<file path="config.mk">
export PLATFORM = sky130hd
export DESIGN_NAME = riscv_hzrd_unit
export DESIGN_NICKNAME = d
export VERILOG_FILES = /design/src/rtl/riscv_hzrd_unit.sv
export SDC_FILE = /design/constraint.sdc
export NUM_CORES = 1
export LEC_CHECK = 0
export BUFFER_PORTS_ARGS = -buffer_cell sky130_fd_sc_hd__buf_2
export CAP_MARGIN = 5
export CORE_MARGIN = 3
export CORE_UTILIZATION = 49
export CTS_CLUSTER_DIAMETER = 150
export DETAILED_ROUTE_END_ITERATION = 8
export HOLD_SLACK_MARGIN = 0.15
export PLACE_DENSITY_LB_ADDON = 0.3
export RECOVER_POWER = 25
export SETUP_SLACK_MARGIN = 0.15
export SLEW_MARGIN = 0
export SYNTH_ARGS = -nofsm -noshare
export SYNTH_HDL_FRONTEND = slang
export SYNTH_SLANG_ARGS = --single-unit
</file>
<file path="constraint.sdc">
create_clock -name i_riscv_hzrd_clk -period 1.9 [get_ports i_riscv_hzrd_clk]
set_clock_uncertainty 0.1 [all_clocks]
set_input_delay 0.38 -clock i_riscv_hzrd_clk [delete_from_list [all_inputs] [get_ports i_riscv_hzrd_clk]]
set_output_delay 0.38 -clock i_riscv_hzrd_clk [all_outputs]
set_load 0.05 [all_outputs]
</file>
<file path="src/rtl/riscv_hzrd_unit.sv">
// Pipeline hazard unit: tracks register tags through E/M/W, selects operand
// forwarding, and raises stall/flush controls with saturating event counters.
module riscv_hzrd_unit (
    input  logic        i_riscv_hzrd_clk,
    input  logic        i_riscv_hzrd_rst,
    input  logic [4:0]  i_riscv_hzrd_dstage_rs1addr,
    input  logic [4:0]  i_riscv_hzrd_dstage_rs2addr,
    input  logic [4:0]  i_riscv_hzrd_dstage_rdaddr,
    input  logic        i_riscv_hzrd_dstage_regw,
    input  logic        i_riscv_hzrd_dstage_memrd,
    input  logic        i_riscv_hzrd_estage_branchtaken,
    output logic [1:0]  o_riscv_hzrd_fwda,
    output logic [1:0]  o_riscv_hzrd_fwdb,
    output logic        o_riscv_hzrd_stallf,
    output logic        o_riscv_hzrd_stalld,
    output logic        o_riscv_hzrd_flushd,
    output logic        o_riscv_hzrd_flushe,
    output logic [15:0] o_riscv_hzrd_stallcnt,
    output logic [15:0] o_riscv_hzrd_flushcnt
);

    logic [4:0] e_rs1_reg, e_rs2_reg, e_rd_reg;
    logic       e_regw_reg, e_memrd_reg;
    logic [4:0] m_rd_reg;
    logic       m_regw_reg;
    logic [4:0] w_rd_reg;
    logic       w_regw_reg;

    logic load_use;
    logic stall;
    logic flush_d;
    logic flush_e;

    // A load in E whose destination is read by the instruction in D.
    assign load_use = e_memrd_reg & e_regw_reg & (e_rd_reg != 5'd0) &
                      ((e_rd_reg == i_riscv_hzrd_dstage_rs1addr) |
                       (e_rd_reg == i_riscv_hzrd_dstage_rs2addr));

    assign stall   = load_use & ~i_riscv_hzrd_estage_branchtaken & ~i_riscv_hzrd_rst;
    assign flush_d = i_riscv_hzrd_estage_branchtaken & ~i_riscv_hzrd_rst;
    assign flush_e = (load_use | i_riscv_hzrd_estage_branchtaken) & ~i_riscv_hzrd_rst;

    assign o_riscv_hzrd_stallf = stall;
    assign o_riscv_hzrd_stalld = stall;
    assign o_riscv_hzrd_flushd = flush_d;
    assign o_riscv_hzrd_flushe = flush_e;

    always_ff @(posedge i_riscv_hzrd_clk) begin
        if (i_riscv_hzrd_rst) begin
            e_rs1_reg   <= 5'd0;
            e_rs2_reg   <= 5'd0;
            e_rd_reg    <= 5'd0;
            e_regw_reg  <= 1'b0;
            e_memrd_reg <= 1'b0;
            m_rd_reg    <= 5'd0;
            m_regw_reg  <= 1'b0;
            w_rd_reg    <= 5'd0;
            w_regw_reg  <= 1'b0;
        end else begin
            w_rd_reg   <= m_rd_reg;
            w_regw_reg <= m_regw_reg;
            m_rd_reg   <= e_rd_reg;
            m_regw_reg <= e_regw_reg;
            if (flush_e) begin
                e_rs1_reg   <= 5'd0;
                e_rs2_reg   <= 5'd0;
                e_rd_reg    <= 5'd0;
                e_regw_reg  <= 1'b0;
                e_memrd_reg <= 1'b0;
            end else begin
                e_rs1_reg   <= i_riscv_hzrd_dstage_rs1addr;
                e_rs2_reg   <= i_riscv_hzrd_dstage_rs2addr;
                e_rd_reg    <= i_riscv_hzrd_dstage_rdaddr;
                e_regw_reg  <= i_riscv_hzrd_dstage_regw;
                e_memrd_reg <= i_riscv_hzrd_dstage_memrd;
            end
        end
    end

    // Forward selects: operand 0 is rs1, operand 1 is rs2; M outranks W.
    logic [4:0] e_src   [2];
    logic [1:0] fwd_sel [2];

    assign e_src[0] = e_rs1_reg;
    assign e_src[1] = e_rs2_reg;

    genvar gi;
    generate
        for (gi = 0; gi < 2; gi++) begin : g_fwd
            logic m_hit;
            logic w_hit;
            assign m_hit = m_regw_reg & (m_rd_reg != 5'd0) & (m_rd_reg == e_src[gi]);
            assign w_hit = w_regw_reg & (w_rd_reg != 5'd0) & (w_rd_reg == e_src[gi]);
            assign fwd_sel[gi] = m_hit ? 2'b10 : (w_hit ? 2'b01 : 2'b00);
        end
    endgenerate

    assign o_riscv_hzrd_fwda = fwd_sel[0];
    assign o_riscv_hzrd_fwdb = fwd_sel[1];

    // Event counters: 0 counts stall cycles, 1 counts branch flush cycles.
    logic        cnt_inc [2];
    logic [15:0] cnt_out [2];

    assign cnt_inc[0] = stall;
    assign cnt_inc[1] = flush_d;

    generate
        for (gi = 0; gi < 2; gi++) begin : g_cnt
            logic [15:0] cnt_reg;
            logic [15:0] cnt_next;
            assign cnt_next = (cnt_inc[gi] && (cnt_reg != 16'hFFFF)) ? cnt_reg + 16'd1 : cnt_reg;
            always_ff @(posedge i_riscv_hzrd_clk) begin
                if (i_riscv_hzrd_rst) begin
                    cnt_reg <= 16'd0;
                end else begin
                    cnt_reg <= cnt_next;
                end
            end
            assign cnt_out[gi] = cnt_reg;
        end
    endgenerate

    assign o_riscv_hzrd_stallcnt = cnt_out[0];
    assign o_riscv_hzrd_flushcnt = cnt_out[1];

endmodule

</file>
==> qor.txt <==
Fin Setup TNS -> -7350 ps
Routed WL -> 9510 µm
row count -> 27
Reg-to-Reg End -> o_riscv_hzrd_stallcnt[10]
min-delay src -> i_riscv_hzrd_dstage_rdaddr[3]
leading cell type in the layout, fill and taps excluded -> buf_2
area grow syn2layout -> 53.2%
layout cells sized above 1 -> 0.540
root buf cell -> clkbuf_8
CP endpoint kind -> primary output
final net count -> 450
1st-iter DRT viols -> 178
R2R Setup Slk -> -410 ps
H-tree depth -> 3
routed len/inst -> 18.8 µm
Final period util -> 1.26
DRT Pass-1 Iters -> 5
initial antenna violation count -> 0
switching pwr -> 722 µW
vias in the first global route -> 2911
worst slack, placed -> -258 ps
cell count after synthesis -> 317
mapped cell area -> 2970 µm²
CP startpoint kind -> register
switching share of power -> 0.272
Non-Filler Cell Area, Final -> 4540 µm²
Die ar. -> 7020 µm²
hold crit path type -> primary input to register
Rel. slew slack -> 0.745
Clk pwr share -> 0.386
FMAX -> 416 MHz
gpl congestion -> 0.842
power after layout -> 2.66 mW
Max-Cap Viols -> 0
Yosys reg bits -> 61
met2 routed WL -> 5080 µm
max-slew violations -> 0
commonest non-fill, non-tap cells in the layout -> buf_2, buf_4, xor2_1, dfxtp_2, nor2_1
Fillers -> 335
Hold Crit Endpoint -> e_rd_reg[3]
Synth Warn # -> 0
register area share after synthesis -> 0.412
CP Data Required Time -> 1420 ps
CTS Buffer Depth -> 2
Placed Cells -> 465
ranking of synthesized cells by area -> dfxtp_1, xor2_1, nor2b_1, and2_1, nor2_1
first-pass GRT wire length -> 14500 µm
Crit Path Class -> register to primary output
# DRC -> 0
Avg Cell Area, Syn -> 9.36 µm²
final core utilization -> 0.801
Yosys top cell by area -> dfxtp_1
CTS tree -> done
Hold Violations, Final -> 0
Crit Path Max Fanout -> 4
Port-buffer cells -> 59
wl on met1 -> 3490 µm
Chip Height -> 83.8 µm
RSZ-0062 raised after global routing -> yes
Vias -> 2947
Vias/cell -> 5.84
Worst EP arrival -> 1920 ps
number of synthesized flops with an enable pin -> 0
GR Util All Layers -> 0.261
fraction of registers with async set/reset -> 0
reg2reg path depth -> 9
placed cell area -> 3730 µm²
core area -> 5680 µm²
syn nets -> 339
Worst-Margin Slew -> 383 ps
internal power -> 1.94 mW
failing checks -> setup timing
I/O pin total -> 60
Top Metal Used -> met4
GRT overflow -> 0
Hold Path Stages -> 2
minimum clock period -> 2400 ps
Cell Pwr Density -> 585 nW/µm²
Worst-path clk slew -> 60 ps
antenna fix cells -> 0
Comb pwr share -> 0.121
pin count of the biggest net entering global routing -> 30
DRT antenna net count -> 0
worst setup path startpoint -> e_rd_reg[2]
CTS buffer count -> 9
Max IR drop VDD -> 0.569 mV
library cells used by synthesis -> 48
Final setup violation count -> 23
Die Width -> 83.8 µm
Clk Latency, worst-skew pair -> 350 ps
clock sink total -> 61
final worst setup slack -> -501 ps
Flop pwr share -> 0.494
status -> complete, but fails checks
Initial Utilization -> 0.523
HPWL Detailed -> 5070 µm
leak pwr -> 1.91 nW
reg2reg start -> e_rd_reg[2]
Post-synth top flop -> dfxtp_1
metal3 WL -> 667 µm
share of the synthesized area in the top cell type -> 0.412
Hold WS -> 156 ps
non-filler cells, final -> 505
[logic make-up after synthesis]
kind of cell	synth area share
fa+ha+maj	0.00843
mux	0.0388
flops	0.412
compound gates	0.103
simple gates	0.285
xor+xnor	0.115
buf+inv	0.0375
[cells in the mapped netlist (9+ instances only)]
master and instances:
and2_1 18, nand2_1 12, xor2_1 29, a21oi_1 10, nor2b_1 21, nand4_1 9, clkbuf_1 9, dfxtp_1 61
xnor2_1 10, nor2_1 28, nand3_1 11, o31ai_1 9, or4_1 10
[area by class of cell]
type                            instances  area [µm²]  area share
Sequential cell                        61        1320       0.289
Timing Repair Buffer                  112         848       0.187
Clock inverter                          4        23.8     0.00523
Clock buffer                           12         145      0.0319
Multi-Input combinational cell        239        2100       0.463
Tap cell                               72        90.1      0.0198
Inverter                                5        18.8     0.00413
[layer usage]
layer  global-route usage  vias to the layer above
li1                     -                     1371
met1                0.275                     1414
met2                0.469                      140
met3               0.0780                       22
met4                0.127                        0
met5                    0                        -
[power groups by stage]
| stage | Clock [mW] | Sequential, mW | Combinational, mW |
|---|---|---|---|
| 2_1_floorplan | 0 | 1.34 | 0.127 |
| 3_3_place_gp | 0 | 1.33 | 0.209 |
| 3_5_place_dp | 0 | 1.33 | 0.216 |
| 4_1_cts | 1.02 | 1.31 | 0.288 |
| 5_1_grt | 1.09 | 1.31 | 0.339 |
| 6_report | 1.03 | 1.31 | 0.320 |
[worst max-delay path: stages, from the launching register on]
cell	delay (ps)
dfxtp_2	350
or4_4	520
o211a_4	260
or2b_1	220
a21oi_4	70
buf_6	150
[repair_timing]
action | in CTS | in global routing
gates resized for setup | 70 | 27
pin swaps | 20 | 10
endpoints found under the setup margin | 41 | 47
hold endpoints to repair | 6 | 0
cloned | 4 | 0
buffers inserted | 12 | 2
hold buffers | 6 | 0
[worst max-delay path by stage]
stage	end	slack, ps	cells after the start
after global placement	o_riscv_hzrd_flushe	-240	7
after CTS	o_riscv_hzrd_flushe	-490	5
after floorplan	o_riscv_hzrd_fwda[0]	-250	3
after detailed placement	e_rs2_reg[2]	-260	7
after global routing	o_riscv_hzrd_fwda[0]	-560	5
final	o_riscv_hzrd_flushe	-500	5
(Power assumes the default switching activity.)
